--- src/rtl/pulse_pkg.sv ---
// Shared constants and state encoding for the pulse interval meter.
package pulse_pkg;

  localparam int CLOCK_BIT_WIDTH_DEFAULT = 30;

  typedef enum logic {
    IDLE    = 1'b0,
    MEASURE = 1'b1
  } meter_state_t;

endpackage

--- src/rtl/pulse_edge_detect.sv ---
// Rising-edge strobe generator with optional two-flop input synchronizer.
// Define PULSE_INTERVAL_METER_SYNC_EN to condition an asynchronous pulse_in.
module pulse_edge_detect (
  input  logic clk,
  input  logic rst_n,
  input  logic pulse_in,
  output logic edge_strobe
);

  logic cond_pulse;
  logic prev_pulse;

`ifdef PULSE_INTERVAL_METER_SYNC_EN
  logic sync_1;
  logic sync_2;

  always_ff @(posedge clk or negedge rst_n) begin
    if (!rst_n) begin
      sync_1 <= 1'b0;
      sync_2 <= 1'b0;
    end else begin
      sync_1 <= pulse_in;
      sync_2 <= sync_1;
    end
  end

  assign cond_pulse = sync_2;
`else
  assign cond_pulse = pulse_in;
`endif

  // Only the low-to-high transition counts, so a long high level strobes once.
  always_ff @(posedge clk or negedge rst_n) begin
    if (!rst_n) prev_pulse <= 1'b0;
    else        prev_pulse <= cond_pulse;
  end

  assign edge_strobe = cond_pulse & ~prev_pulse;

endmodule

--- src/rtl/pulse_interval_meter.sv ---
// Measures clk cycles between successive rising edges of pulse_in, with
// valid/ready result handoff, timeout and sticky overrun. Optional macro:
// PULSE_INTERVAL_METER_SYNC_EN (synchronize pulse_in before edge detection).
module pulse_interval_meter
  import pulse_pkg::*;
#(
  parameter int CLOCK_BIT_WIDTH = CLOCK_BIT_WIDTH_DEFAULT
) (
  input  logic                       clk,
  input  logic                       rst_n,
  input  logic                       pulse_in,
  input  logic [CLOCK_BIT_WIDTH-1:0] timeout_clks,
  output logic [CLOCK_BIT_WIDTH-1:0] period,
  output logic                       period_valid,
  input  logic                       period_ready,
  output logic                       timeout,
  output logic                       overrun
);

  localparam logic [CLOCK_BIT_WIDTH-1:0] ONE = {{(CLOCK_BIT_WIDTH-1){1'b0}}, 1'b1};
  localparam logic [CLOCK_BIT_WIDTH-1:0] MAX = '1;

  meter_state_t               state, state_next;
  logic [CLOCK_BIT_WIDTH-1:0] count, count_next;
  logic                       edge_strobe;
  logic                       capture;
  logic                       fire;

  pulse_edge_detect u_edge (
    .clk         (clk),
    .rst_n       (rst_n),
    .pulse_in    (pulse_in),
    .edge_strobe (edge_strobe)
  );

  always_ff @(posedge clk or negedge rst_n) begin
    if (!rst_n) begin
      state <= IDLE;
      count <= '0;
    end else begin
      state <= state_next;
      count <= count_next;
    end
  end

  // An edge always beats a coincident timeout; the count saturates instead of wrapping.
  always_comb begin
    state_next = state;
    count_next = count;
    capture    = 1'b0;
    fire       = 1'b0;
    unique case (state)
      IDLE: begin
        if (edge_strobe) begin
          state_next = MEASURE;
          count_next = ONE;
        end
      end
      MEASURE: begin
        if (edge_strobe) begin
          capture    = 1'b1;
          count_next = ONE;
        end else if ((timeout_clks != '0) && (count >= timeout_clks)) begin
          fire       = 1'b1;
          state_next = IDLE;
          count_next = '0;
        end else if (count != MAX) begin
          count_next = count + ONE;
        end
      end
      default: begin
        state_next = IDLE;
        count_next = '0;
      end
    endcase
  end

  // A held result is never overwritten; a capture that finds it unconsumed is dropped.
  always_ff @(posedge clk or negedge rst_n) begin
    if (!rst_n) begin
      period       <= '0;
      period_valid <= 1'b0;
      timeout      <= 1'b0;
      overrun      <= 1'b0;
    end else begin
      timeout <= fire;
      if (capture) begin
        if (!period_valid || period_ready) begin
          period       <= count;
          period_valid <= 1'b1;
        end else begin
          overrun <= 1'b1;
        end
      end else if (period_valid && period_ready) begin
        period_valid <= 1'b0;
      end
    end
  end

endmodule

--- config.mk ---
export PLATFORM = sky130hd
export DESIGN_NAME = pulse_interval_meter
export DESIGN_NICKNAME = d
export VERILOG_FILES = /design/src/rtl/pulse_pkg.sv /design/src/rtl/pulse_edge_detect.sv /design/src/rtl/pulse_interval_meter.sv
export SDC_FILE = /design/constraint.sdc
export NUM_CORES = 1
export LEC_CHECK = 0
export BUFFER_PORTS_ARGS = -buffer_cell sky130_fd_sc_hd__buf_2
export CORE_UTILIZATION = 60
export DETAILED_ROUTE_END_ITERATION = 12
export GPL_ROUTABILITY_DRIVEN = 0
export PLACE_DENSITY = 0.85
export SLEW_MARGIN = 20
export SYNTH_ARGS = -nofsm -noshare
export SYNTH_HDL_FRONTEND = slang
export SYNTH_SLANG_ARGS = --single-unit
--- constraint.sdc ---
create_clock -name clk -period 3.85 [get_ports clk]
set_input_delay 0.1925 -clock clk [delete_from_list [all_inputs] [get_ports clk]]
set_output_delay 0.1925 -clock clk [all_outputs]
set_load 0.02 [all_outputs]
# ---- Word-level counts from Yosys, hierarchy flattened
# Cells that the tools add are included.
dict set report word_totals {
  reg_bits 65
  latch_bits 0
  mem_bits_rw 0
  romBits 0
  inputBits 34
  out_inout_bits 33
  word_cells 43
  n_memories 0
}
dict set report op_classes {
  addsub 1
  multipliers 0
  n_div 0
  n_lt_le_gt_ge 1
  eq_ne 4
  shift 0
  muxes 16
  bitwise_logic 4
  reduce_logical 10
}
# operator n
set ops {}
lappend ops {{$mux 30} 4}
lappend ops {{$pmux 30 s2} 1}
lappend ops {{$add 30x1->30 const B} 1}
lappend ops {{$ge 30x30->1} 1}
lappend ops {{$ne 30x30->1 const B} 1}
lappend ops {{$reduce_bool 30->1} 1}
lappend ops {{$mux 1} 10}
lappend ops {{$reduce_and 2->1} 4}
lappend ops {{$ne 4x1->1 const B} 1}
lappend ops {{$not 1->1} 3}
lappend ops {{$logic_and 1x1->1} 2}
lappend ops {{$ne 2x1->1 const B} 1}
lappend ops {{$ne 2x2->1 const B} 1}
lappend ops {{$pmux 1 s2} 1}
lappend ops {{$reduce_bool 2->1} 1}
lappend ops {{$and 1x1->1} 1}
lappend ops {{$logic_not 1->1} 1}
lappend ops {{$logic_or 1x1->1} 1}

# ---- Longest topological paths before layout
dict set report logic_depth {
  depth_word 6
  depth_mapped 11
  depth_no_buf 10
}

# ---- Hierarchy
# From an unflattened synthesis, not the netlist that was laid out.
dict set report hier_totals {
  cells_unflattened 447
  area_unflattened_um2 4026.4
}
# mod n_inst cells_each area_per_inst_um2 seq_area_each_um2
set by_module_without_submodules {}
lappend by_module_without_submodules {pulse_interval_meter 1 445 3987.6 1601.5}
lappend by_module_without_submodules {pulse_edge_detect 1 2 38.8 25.0}

# ---- Least setup slack after synthesis
# No wires, ideal clock.
dict set report synth_path {
  kind {flip-flop to flip-flop}
  from {register count[3]}
  to {register count[16]}
  setup_ns 0.095
  t_arrival_ns 2.414
  t_required_ns 3.755
  slack_ns 1.341
  path_stages_with_launch 11
  path_buffers 2
  synth_period_minus_slack_ns 2.509
  path_cell_list {dfrtp_1 > ha_1 > a211o_1 > a21oi_1 > o21ai_0 > a211o_1 > a211o_1 > nand2b_4 > buf_4 > buf_6 > o31ai_1}
}
dict set report synth_via {
  elab_chain_cells 5
  word_cells_on_any_way 10
  cone_classes {1 x add/sub; 1 x order compare; 2 x eq/ne; 4 x mux; 2 x reduce/logical}
}
# item line_no
set synth_lines {}
lappend synth_lines {{start, declared} pulse_interval_meter.sv:24} ;# logic [CLOCK_BIT_WIDTH-1:0] count, count_next;
lappend synth_lines {{start signal, assigned} pulse_interval_meter.sv:42} ;# count <= count_next;
lappend synth_lines {{$add 30x1->30 or $ge 30x30->1 (tied branches)} {pulse_interval_meter.sv:68, pulse_interval_meter.sv:63}}
lappend synth_lines {{$mux 30 or $logic_and 1x1->1 (tied branches)} {pulse_interval_meter.sv:67, pulse_interval_meter.sv:63}}
lappend synth_lines {{$mux 30} pulse_interval_meter.sv:63} ;# end else if ((timeout_clks != '0) && (count >= timeout_clks)) begin
lappend synth_lines {{$mux 30} pulse_interval_meter.sv:60} ;# if (edge_strobe) begin
lappend synth_lines {{$pmux 30 s2} pulse_interval_meter.sv:52} ;# unique case (state)
# Several ways; a longest one is shown, not always the timed one. The select of a mux whose other input is x is not followed.
# A chain may end at the register's enable or synchronous reset.

# ---- Worst setup path in the final report
dict set report layout_path {
  from {register count[3]}
  to {register count[28]}
}
# The elaborated chain is that of the path after synthesis.

==> run metrics <==
status=finished, final reports clean; Layout Skew=9.62 ps; site row count=28; EDFF count, synth=0; Worst Path Buf+Inv=1; Synth top area share=43.4%; Post-Synth XOR/XNOR Area=0%; DRT Pass-1 Iters=5; Post CTS Setup Buffer Count=0; core area=5960 um2; GRT overflow=0; # resized after CTS=0; total power=1.67 mW; worst min-delay path class=input pin to register; cell repeated most along the worst path=a211o_1; Critical-path top delay cell=dfrtp_1; Comb pwr share=15.0%; startpoint types=register; top cells by area, synth=dfrtp_1 (43%), ha_1 (10%), mux2_2 (9.0%); share of cells above drive strength 1=26.0%; Filler cells=446; final worst path period need=3110 ps; # setup viols final=0; P_sw=0.448 mW; fin crit share=80.7%; CP Cell Sequence=ha_1 > a211o_1 > a21oi_1 > o21ai_0 > a211o_1 > a211o_1 > a21oi_2 > buf_4 > nor2_1 > o22a_1; largest net degree at the start of global routing=40; post-synthesis sequential area ratio=43.4%; cells after synthesis=386; P_int=1.22 mW; crit end category=register; Crit Path Category=register to register; WL/cell=16.4 um; dominant cell type by area after synthesis=dfrtp_1; VDD IR max=0.000361 V; port buffer count=66; Mapped Nets=451; nets@finish=522; initial DRC count=313; RSZ-0062 raised after global routing=no; Clock power frac=38.7%; critical-path maximum fanout=18; most common cell in the netlist=dfrtp_1; Compound-Gate Fraction of Synth Area=15.2%; Flop pwr share=46.3%; die height=81.0 um; vias per cell=6.09; Main synth FF type=dfrtp_1; max cap viols=0; Req. time, crit path=4080 ps; Via Count=3268; DIE WIDTH=81.0 um; max-slew violation count=0; first-pass GRT wire length=14500 um; Switching Fraction=26.9%; worst path arrival time=3330 ps; initial antenna violation count=0; Power per Cell Area=380 nW/um2; Ports=67; Distinct cells, synth=34; # DRC=0; root buf cell=clkbuf_8; yosys warns=0; H-tree depth reported by CTS=3; Fmax=322 MHz; clock sinks=65; Rel. slew slack=43.0%; kind of cell adding the most delay to the critical path=compound AO/OA/AOI/OAI gates; Mapped Area=3750 um2; final wirelength=8790 um; worst skew pair latency=350 ps; multiplexer share of the synthesized area=9.02%; Die Area=6570 um2; P_leak=2.28 nW; Mapped Avg Cell Area=9.71 um2; max incr delay on CP=480 ps; total negative setup slack=0 ps; Reg clk slew, reported paths=70 ps; synth cell count leaders=dfrtp_1 (65), o21ai_0 (39), inv_1 (33), ha_1 (31), mux2_2 (30); largest family of logic cells by synthesized area=simple AND/OR/NAND/NOR gates; All-Layer GR Usage=29.5%; Area Growth Syn to Fin=17.1%; post-DP HPWL=6140 um; worst slew pin tran=854 ps; Hold Buf Count CTS=2; Simple-Gate Fraction of Synth Area=17.0%; Async SR Flop Fraction=100%; synthesized flop and latch total=65; Hold Fails Final Rpt=0; n_diodes=0; Final ANT Viol Nets=0; Initial Utilization=62.9%; vias in the first global route=3158; Synth Area in Adders=10.4%; CTS tree=yes; maximum buffer depth of the clock tree=2; total CTS buffers=9
[worst register-to-register path, cell delays in order, from the launching register on]
cell,delay [ps]
dfrtp_1,480
ha_1,340
a211o_1,290
a21oi_1,100
o21ai_0,100
a211o_1,310
a211o_1,300
a21oi_2,450
buf_4,320
nor2_1,90
o22a_1,200
[cell families after synthesis]
family                     count (synthesis)
adders and majority gates                 31
muxes                                     30
AOI/OAI and AO/OA                         94
and+or+nand+nor                          121
buffers and inverters                     45
DFF                                       65
[final cells by class]
type	count	area (um2)	share of cell area, %
clock buffer	15	196	4.48
multi-input combinational	276	1940	44.1
timing repair buffer	72	380	8.67
clock inverter	1	30.0	0.685
inverter	33	124	2.82
sequential	65	1630	37.1
tap	75	93.8	2.14
[metrics by stage]
| stage | cell area (um2) | utilization (%) | instances | worst slack, ps | hold slack [ps] |
|---|---|---|---|---|---|
| 2_1_floorplan | 3750 | - | 386 | 1340 | -103 |
| 3_3_place_gp | 4140 | 69.5 | 519 | 940 | 311 |
| 3_5_place_dp | 4140 | 69.5 | 519 | 848 | 312 |
| 4_1_cts | 4390 | 73.7 | 537 | 793 | 159 |
| 5_1_grt | 4390 | 73.7 | 537 | 530 | 185 |
| 6_report | 4390 | 73.7 | 537 | 742 | 165 |
[routing by layer]
metal / track usage, % / wire length, um
met5: 0 / 0
met2: 47.7 / 4390
met4: 15.5 / 244
met1: 37.7 / 3750
met3: 5.39 / 407
[cells in the final DEF (no fill, tap or decap), drive strengths merged, types with 18 or more instances in the layout]
master,n
a21oi,18
buf,70
dfrtp,65
ha,31
inv,33
mux2,30
nand3,18
nor2,27
o21ai,39
o31ai,19
[registers in the layout, summed over array words and instances (netlist names)]
name / count
timeout: 1
count: 30
period_valid: 1
state: 1
u_edge.prev_pulse: 1
period: 30
overrun: 1
[path summary, 6_finish.rpt]
kind | startpoint | to | slack (ps) | cells after the start
min | period_ready | period_valid$_DFFE_PN0P_ | 170 | 3
max in group asynchronous | rst_n | period[29]$_DFFE_PN0P_ | 2470 | 3
min in group asynchronous | rst_n | period[13]$_DFFE_PN0P_ | 500 | 2
min reg2reg | overrun$_DFFE_PN0P_ | overrun$_DFFE_PN0P_ | 470 | 1
max reg2reg | count[3]$_DFFE_PN0P_ | count[28]$_DFFE_PN0P_ | 740 | 10
max | count[3]$_DFFE_PN0P_ | count[28]$_DFFE_PN0P_ | 740 | 10
[power by group through the flow]
stage,combinational [mW],sequential [mW],clock [mW]
floorplan,0.126,0.800,0
global placement,0.233,0.779,0
detailed placement,0.242,0.782,0
CTS,0.250,0.770,0.648
global route,0.278,0.778,0.684
finish,0.249,0.772,0.645
No activity file was read; power rests on OpenSTA's default activity.
